### src/rtl/astro_input_pkg.sv
// -----------------------------------------------------------------------------
// astro_input_pkg
// Shared constants, types and the PS/2 set-2 to Astrocade keypad key map used
// by the keypad matrix block and its per-key hold logic.
//   NUM_KEYS    : keypad keys per hand controller (4 columns x 6 rows)
//   KP_COL_BASE : first switch column carrying keypad keys
//   KP_ROWS     : keypad rows per column
//   KEYMAP()    : {extended, scan code} -> {valid, key index}
// -----------------------------------------------------------------------------
package astro_input_pkg;

  localparam int NUM_KEYS    = 24;
  localparam int KP_COL_BASE = 4;
  localparam int KP_ROWS     = 6;

  typedef logic [4:0] key_idx_t;

  typedef struct packed {
    logic     valid;
    key_idx_t idx;
  } keymap_t;

  // Key k sits at column KP_COL_BASE + k/6, row k%6 of the switch matrix.
  function automatic keymap_t KEYMAP(input logic [8:0] code);
    keymap_t m;
    m.valid = 1'b1;
    m.idx   = '0;
    case (code)
      9'h066: m.idx = 5'd0;   // Backspace -> CE
      9'h03D: m.idx = 5'd1;   // '7'
      9'h016: m.idx = 5'd2;   // '1'
      9'h045: m.idx = 5'd3;   // '0'
      9'h025: m.idx = 5'd4;   // '4'
      9'h05A: m.idx = 5'd5;   // Enter -> '='
      9'h076: m.idx = 5'd6;   // Esc -> C
      9'h03E: m.idx = 5'd7;   // '8'
      9'h01E: m.idx = 5'd8;   // '2'
      9'h02E: m.idx = 5'd9;   // '5'
      9'h049: m.idx = 5'd10;  // '.'
      9'h029: m.idx = 5'd11;  // Space
      9'h07C: m.idx = 5'd12;  // KP*
      9'h046: m.idx = 5'd13;  // '9'
      9'h026: m.idx = 5'd14;  // '3'
      9'h036: m.idx = 5'd15;  // '6'
      9'h14A: m.idx = 5'd16;  // KP/ (E0 4A)
      9'h07B: m.idx = 5'd17;  // KP-
      9'h005: m.idx = 5'd18;  // F1
      9'h006: m.idx = 5'd19;  // F2
      9'h004: m.idx = 5'd20;  // F3
      9'h00C: m.idx = 5'd21;  // F4
      9'h00D: m.idx = 5'd22;  // Tab
      9'h079: m.idx = 5'd23;  // KP+
      default: m.valid = 1'b0;
    endcase
    return m;
  endfunction

endpackage

### src/rtl/astro_key_hold.sv
// -----------------------------------------------------------------------------
// astro_key_hold
// Held state of one keyboard-driven keypad key with a minimum-hold guarantee:
// a release only takes effect once the key's column has been scanned
// MIN_SCANS times since the last press.
//   clk_sys : system clock
//   reset   : asynchronous active-high reset
//   press   : press event for this key (one cycle)
//   rel     : release event for this key (one cycle)
//   scan    : rising edge of this key's column select
//   held    : key is closed in the matrix
// -----------------------------------------------------------------------------
module astro_key_hold
  import astro_input_pkg::*;
#(
  parameter int MIN_SCANS = 2
) (
  input  logic clk_sys,
  input  logic reset,
  input  logic press,
  input  logic rel,
  input  logic scan,
  output logic held
);

  localparam logic [1:0] MIN_CNT = 2'(MIN_SCANS);

  logic [1:0] hold_cnt;
  logic [1:0] cnt_next;
  logic       pend_rel;
  logic       pend_eff;

  // NOTE: every signal assigned in always_comb gets a default first so no
  // path leaves it unassigned, which would infer a latch.
  always_comb begin
    cnt_next = hold_cnt;
    if (scan && held && hold_cnt != 2'd3)
      cnt_next = hold_cnt + 2'd1;
    pend_eff = pend_rel | (rel & held);
  end

  // NOTE: state registers use non-blocking assignments so every flop samples
  // pre-edge values regardless of statement order.
  always_ff @(posedge clk_sys or posedge reset) begin
    if (reset) begin
      held     <= 1'b0;
      hold_cnt <= '0;
      pend_rel <= 1'b0;
    end else if (press) begin
      // A press wins over a same-cycle scan and cancels any pending release.
      held     <= 1'b1;
      hold_cnt <= '0;
      pend_rel <= 1'b0;
    end else begin
      hold_cnt <= cnt_next;
      if (pend_eff && cnt_next >= MIN_CNT) begin
        held     <= 1'b0;
        pend_rel <= 1'b0;
      end else begin
        pend_rel <= pend_eff;
      end
    end
  end

endmodule

### src/rtl/astro_keypad_matrix.sv
// -----------------------------------------------------------------------------
// astro_keypad_matrix
// Builds the Astrocade switch matrix from PS/2 events and four joystick words
// and returns the OR of all selected columns to the BALLY core.
//   clk_sys    : system clock
//   reset      : asynchronous active-high reset
//   ps2_key    : [10] toggle, [9] press, [8] extended, [7:0] scan code
//   joya..joyd : [0]R [1]L [2]D [3]U [4]fire, [28:5] keypad keys 0..23
//   col_select : active-high column mask (several bits may be set)
//   row_data   : registered switch rows, 1 = closed
//   kbd_active : registered, any keyboard-held key
// -----------------------------------------------------------------------------
module astro_keypad_matrix
  import astro_input_pkg::*;
#(
  parameter int MIN_SCANS = 2
) (
  input  logic        clk_sys,
  input  logic        reset,
  input  logic [10:0] ps2_key,
  input  logic [31:0] joya,
  input  logic [31:0] joyb,
  input  logic [31:0] joyc,
  input  logic [31:0] joyd,
  input  logic [7:0]  col_select,
  output logic [7:0]  row_data,
  output logic        kbd_active
);

  logic                ps2_shadow;
  logic                ps2_primed;
  logic [7:0]          prev_col;
  logic                ps2_evt;
  keymap_t             map;
  logic [7:0]          scan_col;
  logic [NUM_KEYS-1:0] key_held;
  logic [7:0]          col_rows [8];
  logic [7:0]          rows_next;

  // The first cycle after reset only primes the shadow, so a toggle level
  // left over from before reset is not mistaken for an event.
  assign ps2_evt  = ps2_primed && (ps2_key[10] != ps2_shadow);
  assign map      = KEYMAP(ps2_key[8:0]);
  assign scan_col = col_select & ~prev_col;

  always_ff @(posedge clk_sys or posedge reset) begin
    if (reset) begin
      ps2_shadow <= 1'b0;
      ps2_primed <= 1'b0;
      prev_col   <= '0;
    end else begin
      ps2_shadow <= ps2_key[10];
      ps2_primed <= 1'b1;
      prev_col   <= col_select;
    end
  end

  for (genvar k = 0; k < NUM_KEYS; k++) begin : g_key
    localparam int COL = KP_COL_BASE + k / KP_ROWS;
    logic hit;
    assign hit = ps2_evt && map.valid && (map.idx == key_idx_t'(k));

    astro_key_hold #(.MIN_SCANS(MIN_SCANS)) u_hold (
      .clk_sys (clk_sys),
      .reset   (reset),
      .press   (hit &  ps2_key[9]),
      .rel     (hit & ~ps2_key[9]),
      .scan    (scan_col[COL]),
      .held    (key_held[k])
    );
  end

  always_comb begin
    logic [31:0] joy [4];
    joy[0] = joya;
    joy[1] = joyb;
    joy[2] = joyc;
    joy[3] = joyd;
    for (int c = 0; c < 8; c++) col_rows[c] = '0;
    for (int c = 0; c < 4; c++) begin
      col_rows[c][0] = joy[c][3];
      col_rows[c][1] = joy[c][2];
      col_rows[c][2] = joy[c][1];
      col_rows[c][3] = joy[c][0];
      col_rows[c][4] = joy[c][4];
      for (int r = 0; r < KP_ROWS; r++) begin
        col_rows[KP_COL_BASE + c][r] = key_held[KP_ROWS * c + r]
          | joya[5 + KP_ROWS * c + r] | joyb[5 + KP_ROWS * c + r]
          | joyc[5 + KP_ROWS * c + r] | joyd[5 + KP_ROWS * c + r];
      end
    end
    rows_next = '0;
    for (int c = 0; c < 8; c++)
      if (col_select[c]) rows_next |= col_rows[c];
  end

  always_ff @(posedge clk_sys or posedge reset) begin
    if (reset) begin
      row_data   <= '0;
      kbd_active <= 1'b0;
    end else begin
      row_data   <= rows_next;
      kbd_active <= |key_held;
    end
  end

endmodule

### config.mk
export PLATFORM = sky130hd
export DESIGN_NAME = astro_keypad_matrix
export DESIGN_NICKNAME = d
export VERILOG_FILES = /design/src/rtl/astro_input_pkg.sv /design/src/rtl/astro_key_hold.sv /design/src/rtl/astro_keypad_matrix.sv
export SDC_FILE = /design/constraint.sdc
export NUM_CORES = 1
export LEC_CHECK = 0
export BUFFER_PORTS_ARGS = -buffer_cell sky130_fd_sc_hd__buf_2
export CORE_MARGIN = 2
export CORE_UTILIZATION = 59
export DETAILED_ROUTE_END_ITERATION = 12
export GPL_TIMING_DRIVEN = 0
export PLACE_DENSITY = 0.93
export SETUP_SLACK_MARGIN = 0.05
export SLEW_MARGIN = 5
export SYNTH_ARGS = -nofsm -noshare
export SYNTH_HDL_FRONTEND = slang
export SYNTH_HIERARCHICAL = 1
export SYNTH_SLANG_ARGS = --single-unit
### constraint.sdc
create_clock -name clk_sys -period 2.8 [get_ports clk_sys]
set_clock_uncertainty 0.15 [all_clocks]
set_input_delay 0.28 -clock clk_sys [delete_from_list [all_inputs] [get_ports clk_sys]]
set_output_delay 0.28 -clock clk_sys [all_outputs]
set_load 0.005 [all_outputs]
Word level (Yosys, flattened, before mapping):

Cells that the tools add are included.

* flip-flop bits (word level): 115
* input port bits: 149
* output and inout bits: 9
* logic and storage cells: 678

* add/subtract/negate cells: 24
* magnitude comparators: 24
* eq/ne operators: 72
* mux-type cells: 154
* bitwise operators: 202
* reduce and logical (&&, ||, !) cells: 125

Operators by type and width (number)
* 1-bit OR: 120
* 5-bit case mux with 23 select lines: 1
* 1-bit logical AND: 98
* 1-bit 2-to-1 mux: 97
* 2-bit 2-to-1 mux: 48
* 9-bit by 7-bit equality test with 1-bit output (second input constant): 9
* 1-bit AND: 72
* 9-bit by 6-bit equality test with 1-bit output (second input constant): 7
* 8-bit 2-to-1 mux: 7
* 2-bit by 1-bit adder with 2-bit output (second input constant): 24
* 2-bit >= comparator (second input constant): 24
* 2-bit inequality test (second input constant): 24
* 2-bit nonzero test: 24
* 24-bit OR reduction: 2
* 5-bit by 4-bit equality test with 1-bit output (second input constant): 8
* 5-bit equality test (second input constant): 8
* 8-bit by 6-bit OR with 8-bit output: 4
* 9-bit by 3-bit equality test with 1-bit output (second input constant): 3
* 8-bit by 5-bit OR with 8-bit output: 3
* 5-bit by 3-bit equality test with 1-bit output (second input constant): 4
* 9-bit by 4-bit equality test with 1-bit output (second input constant): 2
* 9-bit by 5-bit equality test with 1-bit output (second input constant): 2
* 5-bit by 2-bit equality test with 1-bit output (second input constant): 2
* 9-bit equality test (second input constant): 1
* other kinds (7): 7

Longest topological paths before layout:

Gate-level depths: netlist of the first run.

* word-level depth: 15
* depth in mapped cells: 10
* mapped depth without buffers: 7

Modules after synthesis:

Netlist of the first run, hierarchy kept.

Modules (own cells, without submodules)
* astro_key_hold: instances 24, cells an instance 17, area an instance 200.2 µm², seq. area each 100.1 µm²
* astro_keypad_matrix: instances 1, cells an instance 262, area an instance 1926.8 µm², seq. area each 325.3 µm²

Worst setup path after synthesis of the first run:

No wires, ideal clock.

* path type: input -> register
* start: in ps2_key[0]
* end: reg g_key[5].u_hold.held
* setup time: 0.124 ns
* data arrival time: 2.314 ns
* data required time: 2.526 ns
* path slack: 0.212 ns
* cell stages on the path: 9
* buffers on the path: 2
* path through: buf_6 or4b_4 or4b_4 a21oi_2 nor3_2 buf_6 nor3_1 nor3b_1 a211o_1

* longest elaborated chain between the ends: 10
* elaborated cells between the ends (all ways): 37
* those cells by class: 25 x eq/ne; 3 x mux; 4 x bitwise; 5 x reduce/logical

RTL lines
* from (decl): RTL line astro_keypad_matrix.sv:20 `input logic [10:0] ps2_key,`
* parallel branches: the longest is 4 deep, another holds 5-bit case mux with 23 select lines
* 1-bit logical AND (*): RTL line astro_keypad_matrix.sv:61 `assign hit = ps2_evt && map.valid && (map.idx == key_idx_t'(k));`
* 1-bit AND: RTL line astro_keypad_matrix.sv:67 `.rel (hit & ~ps2_key[9]),`
* 1-bit AND: RTL line astro_key_hold.sv:39 `pend_eff = pend_rel | (rel & held);`
* 1-bit OR: RTL line astro_key_hold.sv:39
* 1-bit logical AND: RTL line astro_key_hold.sv:56 `if (pend_eff && cnt_next >= MIN_CNT) begin`
* 2-bit nonzero test (no source line)
* to (signal assigned): RTL line astro_key_hold.sv:46 `held <= 1'b0;`
* to (signal assigned): RTL line astro_key_hold.sv:51 `held <= 1'b1;`
* to (signal assigned): RTL line astro_key_hold.sv:57 `held <= 1'b0;`
* to (decl): RTL line astro_key_hold.sv:23 `output logic held`

Every way passes the cells marked *.
A chain may end at the register's enable or synchronous reset.

Worst setup path in the final report of the first run:

* start: in ps2_key[3]
* end: reg g_key[18].u_hold.held

* longest elaborated chain between the ends: 10
* elaborated cells between the ends (all ways): 37
* those cells by class: 25 x eq/ne; 3 x mux; 4 x bitwise; 5 x reduce/logical

RTL lines (RTL line)
* parallel branches: the longest is 4 deep, another holds 5-bit case mux with 23 select lines
* 1-bit logical AND (*): astro_keypad_matrix.sv:61
* 1-bit AND: astro_keypad_matrix.sv:67
* 1-bit AND: astro_key_hold.sv:39
* 1-bit OR: astro_key_hold.sv:39
* 1-bit logical AND: astro_key_hold.sv:56
* 2-bit nonzero test (no source line)
* to (signal assigned): astro_key_hold.sv:46
* to (signal assigned): astro_key_hold.sv:51
* to (signal assigned): astro_key_hold.sv:57
* to (decl): astro_key_hold.sv:23

Marked as above.

==> results of run 1 <==
==> per-layer routing <==
| layer | wire [um] | share of wire [%] | vias to the layer above | GRT usage, % |
|---|---|---|---|---|
| met2 | 9259 | 50 | 275 | 53.05 |
| met3 | 1347 | 7.3 | 50 | 4.647 |
| met4 | 732 | 4.0 | 0 | 16.83 |
| met1 | 7099 | 38 | 2911 | 36.39 |
| met5 | 0 | 0 | - | 0 |
| li1 | - | - | 2814 | - |
==> cell usage after synthesis (26+ instances only) <==
library cell / count
dfrtp_1: 109
nand3b_1: 29
nor3b_1: 27
nor3_1: 42
xor2_1: 27
inv_1: 27
or4_1: 28
mux2i_1: 48
o21ai_0: 26
nand2b_1: 27
a21oi_1: 27
nor2_1: 55
==> registers in the layout (all words and copies together), names as in the netlist <==
name,flops
g_key.u_hold/held,24
g_key.u_hold/hold_cnt,48
g_key.u_hold/pend_rel,24
kbd_active,1
prev_col,4
ps2_primed,1
ps2_shadow,1
row_data,6
==> report_power, final <==
| part | total, mW | switching [mW] | internal [mW] |
|---|---|---|---|
| combinational | 1.83 | 0.915 | 0.916 |
| sequential | 2.24 | 0.289 | 1.95 |
| clock | 1.28 | 0.563 | 0.716 |
==> final timing paths <==
kind,from,endpoint,cells past startpoint
min in group asynchronous,reset,g_key[2].u_hold/held,3
max in group asynchronous,reset,prev_col[7],3
setup / recovery,ps2_key[3],g_key[18].u_hold/held,9
setup reg to reg,prev_col[7],g_key[22].u_hold/pend_rel,4
hold reg to reg,g_key[1].u_hold/hold_cnt[0],g_key[1].u_hold/hold_cnt[0],2
hold / removal,joyd[7],row_data[2],3
==> stage by stage <==
stage | cells | power (mW)
final | 975 | 5.349
after global routing | 975 | 5.679
after CTS | 973 | 5.345
after detailed placement | 955 | 4.025
after global placement | 955 | 3.852
after floorplan | 671 | 3.539
==> layout make-up <==
| type | instances | area share (%) |
|---|---|---|
| tap | 143 | 2.239 |
| buffer | 20 | 1.644 |
| clock inverter | 4 | 0.5950 |
| timing repair buffer | 145 | 9.269 |
| sequential | 109 | 34.13 |
| multi-input combinational | 515 | 47.77 |
| inverter | 27 | 1.268 |
| clock buffer | 12 | 3.084 |
==> placed cells by master (no fill, tap or decap), types with 7 or more instances in the layout <==
cell | synthesis | final
nor4_1 | 13 | 13
nand4_1 | 9 | 9
nor3b_1 | 27 | 26
ha_1 | 24 | 24
nor3b_2 | 24 | 25
xor2_1 | 27 | 27
a211o_1 | 24 | 24
nand3_1 | 9 | 8
clkbuf_1 | 7 | 8
nor2_1 | 55 | 55
clkbuf_16 | 0 | 9
a21oi_1 | 27 | 27
mux2i_1 | 48 | 48
o21ai_0 | 26 | 25
dfrtp_1 | 109 | 109
inv_1 | 27 | 27
or4_1 | 28 | 28
and3_1 | 7 | 7
nor3_1 | 42 | 37
a22oi_1 | 10 | 10
nor3_2 | 4 | 9
buf_2 | 5 | 146
nand2b_1 | 27 | 27
nand3b_1 | 29 | 29
nor2b_1 | 8 | 8
==> worst reg2reg max path, stage by stage, from the launching register on <==
cell and delay (ns):
dfrtp_1 0.36, nor2b_1 0.86, nand3b_1 0.28, mux2i_1 0.32
nor3b_2 0.22
==> cell families (layout without fill, tap and decap cells) <==
group                      count (synthesis)  after routing  share of synthesized area, %
DFF                                      109            109                         40.52
and+or+nand+nor                          309            309                         30.56
other                                      2              3                        0.1116
muxes                                     48             48                         7.138
buffers and inverters                     47            208                         3.439
xor gates and xnor gates                  29             29                         3.773
AOI/OAI and AO/OA                        102            102                         10.00
adders and majority gates                 24             24                         4.461
==> what timing repair did <==
| action | in CTS | in global routing |
|---|---|---|
| hold buffers | 2 | 0 |
| endpoints found under the hold margin | 97 | 0 |
| buffers inserted | 0 | 2 |
| resized for setup | 2 | 10 |
| pin swaps | 0 | 1 |
| endpoints found under the setup margin | 69 | 56 |
==> flow_metrics.tcl, run 1 <==
set metrics [dict create \
    status "completed" \
    coreArea_um2 11270 \
    synth.area.top_cells "dfrtp_1 41%, mux2i_1 7.1%, ha_1 4.5%, nor3b_2 4.5%, xor2_1 3.5%" \
    die-area_um2 12280 \
    fin_ws_ns 0.1554 \
    design_area_um2 7991 \
    drc 0 \
    postSynthAreaPerCell_um2 10.05 \
    yosys.cell_types.count 55 \
    cp_max_fo 10 \
    fp-row-count 39 \
    setup_viol 0 \
    rrSetupSlack_ns 0.53 \
    synth-seq-cells 109 \
    arrival_ns 2.73 \
    fin_util_pct 70.90 \
    rsz0062_at_grt "yes" \
    wl_um 18440 \
    grt_pass1_vias 6114 \
    tightest_slew_ns 1.121 \
    critical-path-top-delay-family "simple AND/OR/NAND/NOR gates" \
    cts_root_buf "clkbuf_16" \
    critPathBufInv 3 \
    ant_nets 0 \
    place_area_um2 7620 \
    antenna_found_initial 0 \
    synthArstFlopShare_pct 100.0 \
    ys.flop_type "dfrtp_1" \
    via_per_inst 6.205 \
    irDropWorstVdd_mv 0.3282 \
    fmax_ghz 0.3781 \
    holdWs_ns 0.01716 \
    required_ns 2.89 \
    fp.dieW_um 110.8 \
    p_leak_nw 3.509 \
    synth.yosys.warnings 6 \
    power.density_nw_per_um2 669.4 \
    yosysSeqAreaShare_pct 40.52 \
    synthesis.area_um2 6731 \
    regArea_um2 2728 \
    grt_remaining_overflow 0 \
    initial_utilization_pct 59.72 \
    multi_input_area_um2 3817 \
    fillers 798 \
    io_pins 158 \
    drive_gt1_share_pct 25.72 \
    cts.path.max_buffers 2 \
    first_pass_iters 5 \
    finalCriticalPeriod_ns 2.645 \
    slew_headroom_pct 25.08 \
    grt_start_max_net_pins 26 \
    finalSetupTns_ns 0 \
    pre_cts_slack_ns -0.5818 \
    synthToLayoutAreaGrowth_pct 18.72 \
    cts_sinks 109 \
    gp_congestion 0.9279 \
    h-tree-depth 3 \
    crit_chain "buf_2 -> clkbuf_1 -> inv_1 -> or4_1 -> nand3b_1 -> nor2_1 -> nor4_1 -> nor3b_1 -> a211o_1" \
    slew_viol_final 0 \
    hold_violations 0 \
    track_usage_pct 30.55 \
    synth_top_area_cell "dfrtp_1" \
    cts_tree "built" \
    crit_type "in -> reg" \
    fin_nets 1000 \
    portBuffers 141 \
    clk_pin_slew_ns 0.07 \
    hp-class "in -> reg" \
    cp-start-kind "input pin" \
    cap_violations 0 \
    postSynthCellCount 670 \
    drt_iter0_markers 497 \
    cts_buffers 9 \
    num_vias 6050 \
    insertedDiodeCount 0 \
    yosysTopAreaCellShare_pct 40.52 \
    grt_pass1_wl_um 29800 \
    avgRoutedWirePerCell_um 18.91 \
    clk_latency_ns 0.35 \
    finalCritPeriodShare_pct 94.45 \
    hpwl_um 13690 \
    max_stage_delay_ns 0.55 \
    die_h_um 110.8 \
    endpoint_kind "register" \
    synth-edff-count 0 \
    slowest_stage "or4_1" \
]
No activity file was read; power rests on OpenSTA's default activity.
==> inputs of run 2 (changes only) <==
--- a/config.mk
+++ b/config.mk
@@ -10,7 +10,7 @@
 export CORE_UTILIZATION = 59
 export DETAILED_ROUTE_END_ITERATION = 12
 export GPL_TIMING_DRIVEN = 0
-export PLACE_DENSITY = 0.93
+export PLACE_DENSITY = 0.9
 export SETUP_SLACK_MARGIN = 0.05
 export SLEW_MARGIN = 5
 export SYNTH_ARGS = -nofsm -noshare
==> run 2 against run 1 <==
Compared with the run above:
- count of clock-buffer cells in the layout shrank 1
- fmax shrank 2.3%
- setup slack lost 0.063 ns
- final area grew 1.3%
- highest routed layer unchanged
- sequential share of layout area shrank 0.43 points
- register-to-register slack lost 0.02 ns
- worst hold slack lost 0.0038 ns
==> flow_metrics.tcl, run 2 (same netlist as run 1, synthesis figures left out) <==
set metrics [dict create \
    status "completed" \
    die_h_um 110.8 \
    min-delay-start "col_select[6]" \
    power.density_nw_per_um2 674.6 \
    cts_root_buf "clkbuf_16" \
    ant_nets 0 \
    cts_sinks 109 \
    drc 0 \
    slew_headroom_pct 27.86 \
    largest-register "g_key.u_hold/hold_cnt" \
    setup_viol 0 \
    endpoint_kind "register" \
    drive_gt1_share_pct 27.76 \
    rrSetupSlack_ns 0.51 \
    portBuffers 141 \
    switchingPower_mw 1.845 \
    rsz0062_at_grt "yes" \
    fp.dieW_um 110.8 \
    reg2reg_depth 6 \
    fin_nets 1000 \
    via_per_inst 6.359 \
    p_int_mw 3.616 \
    cap_violations 0 \
    grt_remaining_overflow 0 \
    clk_pin_slew_ns 0.08 \
    largest_registers "g_key.u_hold/hold_cnt: 48 flops, g_key.u_hold/held: 24 flops, g_key.u_hold/pend_rel: 24 flops" \
    mostFrequentLayoutCells "146 x buf_2, 109 x dfrtp_1, 55 x nor2_1" \
    place_area_um2 7620 \
    comb_power_share_pct 34.5 \
    synthToLayoutAreaGrowth_pct 20.24 \
    cp-start-kind "input pin" \
    layout_commonest_cell "buf_2" \
    wl_um 20030 \
    num_vias 6200 \
    track_usage_pct 32.36 \
    fp-row-count 39 \
    insertedDiodeCount 0 \
    fmax_ghz 0.3693 \
    clk_latency_ns 0.35 \
    pwr-share-clk_pct 24.3 \
    drt_iter0_markers 507 \
    die-area_um2 12280 \
    slew_viol_final 0 \
    cts_tree "built" \
    fillers 804 \
    cp_max_fo 10 \
    regToRegEndpoint "g_key[10].u_hold/held" \
    first_pass_iters 6 \
    gp_congestion 0.9364 \
    irDropWorstVdd_mv 0.3565 \
    arrival_ns 2.80 \
    fin_ws_ns 0.09217 \
    swShare_pct 33.79 \
    r2r-start "ps2_shadow" \
    pre_cts_slack_ns -0.6535 \
    tightest_slew_ns 1.080 \
    finalCritPeriodShare_pct 96.71 \
    grt_pass1_vias 6499 \
    antenna_found_initial 0 \
    io_pins 158 \
    cts.path.max_buffers 2 \
    hpwl_um 15150 \
    p_leak_nw 3.518 \
    total_power_mw 5.461 \
    hold_end "prev_col[6]" \
    largest_reg_flops 48 \
    initial_utilization_pct 59.72 \
    hold_violations 0 \
    required_ns 2.90 \
    coreArea_um2 11270 \
    worstHoldPathCells 1 \
    grt_pass1_wl_um 31830 \
    h-tree-depth 3 \
    grt_start_max_net_pins 26 \
    crit_type "in -> reg" \
    avgRoutedWirePerCell_um 20.55 \
    cts_buffers 9 \
    power_frac_seq_pct 41.1 \
    hp-class "in -> reg" \
    finalCriticalPeriod_ns 2.708 \
    design_area_um2 8094 \
]
## run 2: cell types whose count changed in the layout (fill, tap and decap cells not counted), moves of 2 or more
cell,previous run,this run
nor3_1,37,23
nor3_2,9,23
clkbuf_1,8,5
nor4_1,13,11
nor4_2,0,2
## run 2: power by group through the flow
| stage | Clock [mW] | Sequential [mW] | Combinational [mW] |
|---|---|---|---|
| 4_1_cts | 1.33 | 2.24 | 1.86 |
| 2_1_floorplan | 0 | 2.20 | 1.34 |
| 3_5_place_dp | 0 | 2.27 | 1.82 |
| 6_report | 1.33 | 2.25 | 1.88 |
| 5_1_grt | 1.39 | 2.29 | 2.10 |
| 3_3_place_gp | 0 | 2.21 | 1.60 |
## run 2: worst max-delay path by stage
| stage | from | to | depth (start not counted) |
|---|---|---|---|
| 2_1_floorplan | ps2_key[0] | g_key[5].u_hold/held | 9 |
| 3_3_place_gp | ps2_key[8] | g_key[19].u_hold/held | 9 |
| 3_5_place_dp | ps2_key[8] | g_key[0].u_hold/held | 9 |
| 4_1_cts | ps2_key[6] | g_key[12].u_hold/held | 10 |
| 5_1_grt | ps2_key[6] | g_key[8].u_hold/held | 10 |
| 6_report | ps2_key[8] | g_key[19].u_hold/held | 9 |
## run 2: timing repair
item,4_1_cts,5_1_grt
hold endpoints to repair,98,0
pin swaps,1,1
hold buffers,3,0
setup buffers,0,1
resized for setup,3,26
setup endpoints to repair,58,58
## run 2: per-stage QoR
stage	utilization, %	hold slack [ns]	TNS (ns)	instances
2_1_floorplan	-	-0.1039	0	671
3_3_place_gp	67.60	0.2914	-32.51	955
3_5_place_dp	67.60	0.2991	-30.96	955
4_1_cts	70.78	0.01312	0	974
5_1_grt	71.81	0.01307	-0.05345	975
6_report	71.81	0.01331	0	975
## run 2: final cells by class
| cell class | instances | area, um2 | share of cell area (%) |
|---|---|---|---|
| buffer | 20 | 131.4 | 1.623 |
| multi-input combinational | 515 | 3900 | 48.18 |
| tap | 143 | 178.9 | 2.211 |
| clock inverter | 5 | 58.81 | 0.7265 |
| timing repair buffer | 145 | 743.2 | 9.182 |
| inverter | 27 | 101.3 | 1.252 |
| sequential | 109 | 2728 | 33.70 |
| clock buffer | 11 | 252.7 | 3.123 |
## run 2: metal layers
metal	global-route usage [%]	up-vias	routed length [um]
li1	-	2813	-
met1	37.31	3030	7523
met2	59.26	296	10330
met3	4.374	61	1350
met4	15.25	0	830
met5	0	-	0
## run 2: critical path, stage by stage
cell and delay (ns):
buf_2 0.10, clkbuf_2 0.18, or4_1 0.49, or4_1 0.54, nand4_1 0.18, nor3_2 0.12
nor4_2 0.53, nor3b_1 0.11, a211o_1 0.28
